## src/rtl/mult_div_unit_if.sv

```systemverilog
// EX-stage handshake and HI/LO result bus of the multiply/divide unit.
// The EX stage drives through master; the unit itself connects as slave.
interface mult_div_unit_if #(
   parameter int WIDTH = 32
);
   logic [WIDTH-1:0] a;
   logic [WIDTH-1:0] b;
   logic [2:0]       op;
   logic             start;
   logic             mthi;
   logic             mtlo;
   logic             cancel;
   logic             busy;
   logic             done;
   logic             div_zero;
   logic [WIDTH-1:0] hi;
   logic [WIDTH-1:0] lo;

   modport master (
      output a, b, op, start, mthi, mtlo, cancel,
      input  busy, done, div_zero, hi, lo
   );

   modport slave (
      input  a, b, op, start, mthi, mtlo, cancel,
      output busy, done, div_zero, hi, lo
   );
endinterface

```

## src/rtl/mult_div_unit.sv

```systemverilog
// HI/LO multiply/divide unit: fixed-latency multiply/accumulate and a
// one-bit-per-cycle restoring divider, with cancel and divide-by-zero reporting.
module mult_div_unit #(
   parameter int WIDTH    = 32,
   parameter int MULT_LAT = 5
) (
   input  logic           clk,
   input  logic           reset,
   mult_div_unit_if.slave bus
);
   localparam logic [1:0] S_IDLE = 2'd0;
   localparam logic [1:0] S_MUL  = 2'd1;
   localparam logic [1:0] S_DIV  = 2'd2;
   localparam logic [1:0] S_FIX  = 2'd3;
   localparam int CNT_MAX = (MULT_LAT > WIDTH) ? MULT_LAT : WIDTH;
   localparam int CW      = $clog2(CNT_MAX + 1);

   logic [1:0]         state_q, state_d;
   logic [CW-1:0]      cnt_q, cnt_d;
   logic [1:0]         kind_q, kind_d;
   logic [2*WIDTH-1:0] prod_q, prod_d;
   logic [WIDTH-1:0]   rem_q, rem_d;
   logic [WIDTH-1:0]   quo_q, quo_d;
   logic [WIDTH-1:0]   dvs_q, dvs_d;
   logic               negq_q, negq_d;
   logic               negr_q, negr_d;
   logic               zero_q, zero_d;
   logic [WIDTH-1:0]   hi_q, hi_d;
   logic [WIDTH-1:0]   lo_q, lo_d;
   logic               done_q, done_d;
   logic               dz_q, dz_d;

   logic [2*WIDTH-1:0] ext_a, ext_b, acc, mul_res;
   logic [WIDTH:0]     shift, diff;
   logic               sa, sb;

   always_comb begin
      state_d = state_q;
      cnt_d   = cnt_q;
      kind_d  = kind_q;
      prod_d  = prod_q;
      rem_d   = rem_q;
      quo_d   = quo_q;
      dvs_d   = dvs_q;
      negq_d  = negq_q;
      negr_d  = negr_q;
      zero_d  = zero_q;
      hi_d    = hi_q;
      lo_d    = lo_q;
      done_d  = 1'b0;
      dz_d    = 1'b0;

      ext_a = bus.op[0] ? {{WIDTH{1'b0}}, bus.a} : {{WIDTH{bus.a[WIDTH-1]}}, bus.a};
      ext_b = bus.op[0] ? {{WIDTH{1'b0}}, bus.b} : {{WIDTH{bus.b[WIDTH-1]}}, bus.b};
      sa    = !bus.op[0] && bus.a[WIDTH-1];
      sb    = !bus.op[0] && bus.b[WIDTH-1];
      acc   = {hi_q, lo_q};
      // kind_q holds op[2:1]: 0x plain product, 10 accumulate, 11 subtract
      if (!kind_q[1])      mul_res = prod_q;
      else if (!kind_q[0]) mul_res = acc + prod_q;
      else                 mul_res = acc - prod_q;
      // Restoring step: the borrow out of diff means the divisor did not fit
      shift = {rem_q, quo_q[WIDTH-1]};
      diff  = shift - {1'b0, dvs_q};

      case (state_q)
         S_IDLE: begin
            if (bus.start && !bus.cancel) begin
               kind_d = bus.op[2:1];
               if (!bus.op[1] || bus.op[2]) begin
                  prod_d  = ext_a * ext_b;
                  cnt_d   = CW'(MULT_LAT);
                  state_d = S_MUL;
               end else begin
                  rem_d   = '0;
                  quo_d   = sa ? -bus.a : bus.a;
                  dvs_d   = sb ? -bus.b : bus.b;
                  negq_d  = sa ^ sb;
                  negr_d  = sa;
                  zero_d  = (bus.b == '0);
                  cnt_d   = CW'(WIDTH);
                  state_d = (bus.b == '0) ? S_FIX : S_DIV;
               end
            end else if (!bus.cancel) begin
               if (bus.mthi) hi_d = bus.a;
               if (bus.mtlo) lo_d = bus.a;
            end
         end
         S_MUL: begin
            if (bus.cancel) begin
               state_d = S_IDLE;
            end else if (cnt_q == CW'(1)) begin
               {hi_d, lo_d} = mul_res;
               done_d       = 1'b1;
               state_d      = S_IDLE;
            end else begin
               cnt_d = cnt_q - CW'(1);
            end
         end
         S_DIV: begin
            if (bus.cancel) begin
               state_d = S_IDLE;
            end else begin
               rem_d = diff[WIDTH] ? shift[WIDTH-1:0] : diff[WIDTH-1:0];
               quo_d = {quo_q[WIDTH-2:0], !diff[WIDTH]};
               cnt_d = cnt_q - CW'(1);
               if (cnt_q == CW'(1)) state_d = S_FIX;
            end
         end
         default: begin
            if (!bus.cancel) begin
               done_d = 1'b1;
               dz_d   = zero_q;
               if (!zero_q) begin
                  lo_d = negq_q ? -quo_q : quo_q;
                  hi_d = negr_q ? -rem_q : rem_q;
               end
            end
            state_d = S_IDLE;
         end
      endcase
   end

   always_ff @(posedge clk or negedge reset) begin
      if (!reset) begin
         state_q <= S_IDLE;
         cnt_q   <= '0;
         kind_q  <= '0;
         prod_q  <= '0;
         rem_q   <= '0;
         quo_q   <= '0;
         dvs_q   <= '0;
         negq_q  <= 1'b0;
         negr_q  <= 1'b0;
         zero_q  <= 1'b0;
         hi_q    <= '0;
         lo_q    <= '0;
         done_q  <= 1'b0;
         dz_q    <= 1'b0;
      end else begin
         state_q <= state_d;
         cnt_q   <= cnt_d;
         kind_q  <= kind_d;
         prod_q  <= prod_d;
         rem_q   <= rem_d;
         quo_q   <= quo_d;
         dvs_q   <= dvs_d;
         negq_q  <= negq_d;
         negr_q  <= negr_d;
         zero_q  <= zero_d;
         hi_q    <= hi_d;
         lo_q    <= lo_d;
         done_q  <= done_d;
         dz_q    <= dz_d;
      end
   end

   assign bus.busy     = (state_q != S_IDLE);
   assign bus.done     = done_q;
   assign bus.div_zero = dz_q;
   assign bus.hi       = hi_q;
   assign bus.lo       = lo_q;
endmodule

```

## src/flat_wrapper.sv

```systemverilog
// flat-port wrapper written by rule: the top's interface ports become plain ports
module mult_div_unit_flat 
#(
   parameter int WIDTH    = 32,
   parameter int MULT_LAT = 5
)
  (clk, reset, bus_a, bus_b, bus_op, bus_start, bus_mthi, bus_mtlo, bus_cancel, bus_busy, bus_done, bus_div_zero, bus_hi, bus_lo);
  mult_div_unit_if #(.WIDTH(WIDTH)) bus_i ();
  input  logic clk;
  input  logic reset;
  input wire logic [$bits(bus_i.a)-1:0] bus_a;
  input wire logic [$bits(bus_i.b)-1:0] bus_b;
  input wire logic [$bits(bus_i.op)-1:0] bus_op;
  input wire logic [$bits(bus_i.start)-1:0] bus_start;
  input wire logic [$bits(bus_i.mthi)-1:0] bus_mthi;
  input wire logic [$bits(bus_i.mtlo)-1:0] bus_mtlo;
  input wire logic [$bits(bus_i.cancel)-1:0] bus_cancel;
  output wire logic [$bits(bus_i.busy)-1:0] bus_busy;
  output wire logic [$bits(bus_i.done)-1:0] bus_done;
  output wire logic [$bits(bus_i.div_zero)-1:0] bus_div_zero;
  output wire logic [$bits(bus_i.hi)-1:0] bus_hi;
  output wire logic [$bits(bus_i.lo)-1:0] bus_lo;
  assign bus_i.a = bus_a;
  assign bus_i.b = bus_b;
  assign bus_i.op = bus_op;
  assign bus_i.start = bus_start;
  assign bus_i.mthi = bus_mthi;
  assign bus_i.mtlo = bus_mtlo;
  assign bus_i.cancel = bus_cancel;
  assign bus_busy = bus_i.busy;
  assign bus_done = bus_i.done;
  assign bus_div_zero = bus_i.div_zero;
  assign bus_hi = bus_i.hi;
  assign bus_lo = bus_i.lo;
  mult_div_unit #(.WIDTH(WIDTH), .MULT_LAT(MULT_LAT)) u_core (.clk(clk), .reset(reset), .bus(bus_i));
endmodule
```

## config.mk

```make
export PLATFORM = sky130hd
export DESIGN_NAME = mult_div_unit_flat
export DESIGN_NICKNAME = d
export VERILOG_FILES = /design/src/rtl/mult_div_unit_if.sv /design/src/rtl/mult_div_unit.sv /design/src/flat_wrapper.sv
export SDC_FILE = /design/constraint.sdc
export NUM_CORES = 2
export LEC_CHECK = 0
export ABC_AREA = 1
export CAP_MARGIN = 30
export CORE_UTILIZATION = 63
export CTS_BUF_LIST = sky130_fd_sc_hd__clkbuf_2 sky130_fd_sc_hd__clkbuf_4 sky130_fd_sc_hd__clkbuf_8
export CTS_CLUSTER_SIZE = 40
export DETAILED_ROUTE_END_ITERATION = 12
export HOLD_SLACK_MARGIN = 0.05
export PLACE_DENSITY = 0.8
export SETUP_SLACK_MARGIN = 0.05
export SYNTH_ARGS = -nofsm -noshare
export SYNTH_HDL_FRONTEND = slang
export SYNTH_SLANG_ARGS = --single-unit
```

## constraint.sdc

```tcl
create_clock -name clk -period 4.4 [get_ports clk]
set_input_delay 0.66 -clock clk [delete_from_list [all_inputs] [get_ports clk]]
set_output_delay 0.66 -clock clk [all_outputs]
set_load 0.02 [all_outputs]
```

==> results of run 1 <==
kinds of logic after synthesis:
logic type,after synthesis
and+or+nand+nor,3463
xor gates and xnor gates,201
AOI/OAI and AO/OA,1069
DFF,239
buffers and inverters,3119
adders and majority gates,1837
metal layers:
layer / overflow / GRT usage
met4: 45 / 0.633
met3: 2 / 0.476
met5: 0 / 0.294
met2: 56 / 0.864
met1: 1 / 0.719
stage by stage:
| step | area [um^2] | utilization | hold slack (ps) | setup TNS, ps | worst slack (ps) |
|---|---|---|---|---|---|
| 2_1_floorplan | 76000 | - | 364 | -168660 | -3930 |
| 3_3_place_gp | 84300 | 0.734 | 468 | -243290 | -4790 |
| 3_5_place_dp | 84300 | 0.734 | 474 | -251760 | -5010 |
| 4_1_cts | 89600 | 0.781 | 490 | -180540 | -3790 |
timing repair:
action / in CTS
setup endpoints to repair: 62
gates cloned: 19
setup buffers: 127
hold endpoints to repair: 25
gates resized for setup: 843
pin swaps: 343
hold buffers: 1
==> impl_metrics.ini, run 1 <==
[run_status]
status = stopped before the end
haltStage = global routing
error = [ERROR GRT-0116] Global routing finished with congestion. Check the congestion regions in the DRC Viewer.

[synthesis]
synthMuxAreaShare = 0
synth.yosys.seq_area_share = 0.0817
synth_area_leaders = fa_1 39%, inv_1 14%, nand2_1 11%, dfrtp_1 8.2%, ha_1 7.2%
syn_nets = 11838
synth_most_common_cell = inv_1
ys.flop_type = dfrtp_1
synth_fa_ha_area_frac = 0.459
synth_area_um2 = 73200
ys_warn_count = 0
synth_compound_area_frac = 0.0805
netlist-cell-type-count = 61
avgSynthCellArea_um2 = 7.37
ys_seq_elements = 239
yosys.area_share.simple = 0.194
synth-async-reset-ratio = 1.00
yosysTopAreaCellShare = 0.387
synthCells = 9928
synth_commonest_cells = 2,734 x inv_1, 2,184 x nand2_1, 1,414 x fa_1
synth_edf_count = 0
synth_top_area_cell = fa_1
synth-xor-area-share = 0.0240
synth_top_family_by_area = adder cells

[global_route]
grtUsageTotal = 0.683
grt_max_degree = 96
grt_pass1_wl_um = 581000
grt-ovfl-total = 104
first_global_vias = 89565

[place]
dp_hpwl_um = 260000
io_buffers = 139
dp_cells = 12143
gp_congestion = 1.17

[clock_network]
root_buffer = clkbuf_8
numClockSinks = 239
ctsLongestPathBuffers = 3
htreeDepth = 2
numCtsBuffers = 47

[floorplanning]
die_x_um = 343
die_y_um = 343
start_util = 0.638
fp-row-count = 124
ios = 140
==> inputs of run 2 (changes only) <==
==> config.mk (replaced) <==
export PLATFORM = sky130hd
export DESIGN_NAME = mult_div_unit_flat
export DESIGN_NICKNAME = d
export VERILOG_FILES = /design/src/rtl/mult_div_unit_if.sv /design/src/rtl/mult_div_unit.sv /design/src/flat_wrapper.sv
export SDC_FILE = /design/constraint.sdc
export NUM_CORES = 2
export LEC_CHECK = 0
export ABC_AREA = 1
export CAP_MARGIN = 30
export CORE_UTILIZATION = 40
export DETAILED_ROUTE_END_ITERATION = 12
export PLACE_DENSITY_LB_ADDON = 0.15
export SYNTH_ARGS = -nofsm -noshare
export SYNTH_HDL_FRONTEND = slang
export SYNTH_SLANG_ARGS = --single-unit
==> run 2 against run 1 <==
  * Synthesized cell count unchanged
  * Area after synthesis unchanged
  * The flow now finishes, with violations (negative setup slack)
==> impl_metrics.ini, run 2 <==
[run_status]
status = finished with violations
failed_checks = negative setup slack

[finish]
largest_reg_flops = 64
syn_to_final_growth_pct = 31.3
fin_cells = 13637
regMostFlops = u_core.prod_q
fin_nets = 13142
register_area_um2 = 5980
final_common_cell = inv_1
final_cell_mix = 2,546 x inv_1, 2,026 x nand2_1, 1,268 x fa_1
multi_input_area_um2 = 60500
drive_gt1_frac = 0.245
fillerInstances = 17525

[clock_network]
clock_latency_ps = 590
numClockSinks = 239
cts.clk_slew.worst_paths_ps = 60
htreeDepth = 2
ctsLongestPathBuffers = 3
root_buffer = clkbuf_16
numCtsBuffers = 35
hold_buffers = 0
cts_tree = yes

[synthesis]
synth-async-reset-ratio = 1.00
synth_area_um2 = 73200
synth_commonest_cells = 2,734 x inv_1, 2,184 x nand2_1, 1,414 x fa_1
ys.flop_type = dfrtp_1
syn_nets = 11838
synthCells = 9928
avgSynthCellArea_um2 = 7.37
synth_top_area_cell = fa_1
yosysTopAreaCellShare = 0.387
synth_edf_count = 0
ys_seq_elements = 239
synth_most_common_cell = inv_1
ys_warn_count = 0
synth_area_leaders = fa_1 39%, inv_1 14%, nand2_1 11%, dfrtp_1 8.2%, ha_1 7.2%
netlist-cell-type-count = 61
synth.yosys.seq_area_share = 0.0817

[drt]
drc = 0
drtAntennaViolNets = 0
dr.pass1.iters = 7
vias = 69933
routed_wl_um = 332000
wl_per_cell_um = 24.3
drt-vias-per-instance = 5.13
drt_iter0_markers = 6107

[place]
io_buffers = 139
gp_congestion = 1.03
dp_cells = 13357
dp_hpwl_um = 282000

[critical_path]
cp.required_ps = 4880
crit_arrival_ps = 8690
crit_fanout = 7
critPathMaxStageDelay_ps = 690
cp-start-kind = input pin
slowest_stage = fa_2
end_kind = flop
path_common_cell = fa_1
r2r_setup_slack_ps = -80
crit_type = in -> reg

[sta]
finalSetupTns_ps = -183140
rsz0062_at_grt = true
worst_pin_slew_ps = 881
postLayoutSetupSlackWorst_ps = -3810
layout_worst_path_cycle_share = 1.87
finalHoldViolations = 0
fin_crit_ps = 8210
setup-violations-final = 64
max_slew_margin = 0.412
hold_slack_ps = 104
slew_viol_final = 0
clock_skew_ps = 36.6
fmax_mhz = 122

[floorplanning]
die_area_um2 = 185000
fp-row-count = 156
start_util = 0.404
die_y_um = 430
ios = 140
die_x_um = 430
core_area_um2 = 181000

[global_route]
antenna_found_initial = 23
grt_pass1_wl_um = 483000
grt-ovfl-total = 0
first_global_vias = 72712
grtUsageTotal = 0.358
grt_max_degree = 91

[flow_run]
maxCapViolations = 0

[min_path]
hold_class = in -> async
[run 2: cell counts after synthesis]
No cell type changed its count.
[run 2: worst paths after layout]
kind                                   from                end  cells past startpoint
min in group clk           u_core.dvs_q[19]   u_core.dvs_q[19]                      2
max reg2reg                u_core.prod_q[0]  u_core.bus.hi[21]                     28
min reg2reg                u_core.dvs_q[19]   u_core.dvs_q[19]                      2
max                               bus_a[31]  u_core.prod_q[53]                     32
min                                   reset    u_core.cnt_q[3]                      1
max in group asynchronous             reset  u_core.bus.hi[19]                      2
[run 2: stage by stage]
stage | setup WS (ps) | cell area, um^2 | utilization
after floorplan | -3930 | 76000 | -
after global placement | -5130 | 88000 | 0.485
after detailed placement | -5150 | 88000 | 0.485
after CTS | -3780 | 93700 | 0.517
after global routing | -3970 | 96100 | 0.530
final | -3810 | 96100 | 0.530
[run 2: metal layers]
layer,vias up,part of all wire,wire length [um],track usage
met5,-,0.00080,267,0.00625
met4,18,0.057,18800,0.159
met3,599,0.085,28300,0.0671
met2,2640,0.45,148000,0.569
met1,34889,0.41,137000,0.475
li1,31787,-,-,-
[run 2: cell type report]
cell class	count	share of cell area
antenna	8	0.000208
tap	2370	0.0309
sequential	239	0.0623
multi-input combinational	6570	0.630
inverter	2749	0.108
timing repair buffer	1637	0.156
clock buffer	54	0.0111
clock inverter	10	0.00135
[run 2: cells by family after synthesis]
kind of cell,share of synthesized area
compound gates,0.0805
xor+xnor,0.0240
fa+ha+maj,0.459
buf+inv,0.161
flops,0.0817
simple gates,0.194
[run 2: worst max-delay path, delay by kind of cell]
| kind | cells | cell delay, ps |
|---|---|---|
| adders and majority gates | 11 | 5760 |
| buffers and inverters | 12 | 1080 |
| and+or+nand+nor | 6 | 670 |
| AOI/OAI and AO/OA | 3 | 480 |
[run 2: what timing repair did]
| item | CTS | global route |
|---|---|---|
| pin swaps | 348 | 306 |
| gates resized for setup | 885 | 487 |
| cloned | 13 | 12 |
| setup endpoints to repair | 75 | 95 |
| setup buffers | 125 | 68 |
Power of run 2 is not shown: default switching activity piles up to over one toggle a cycle in this logic, so the estimate is an artifact.
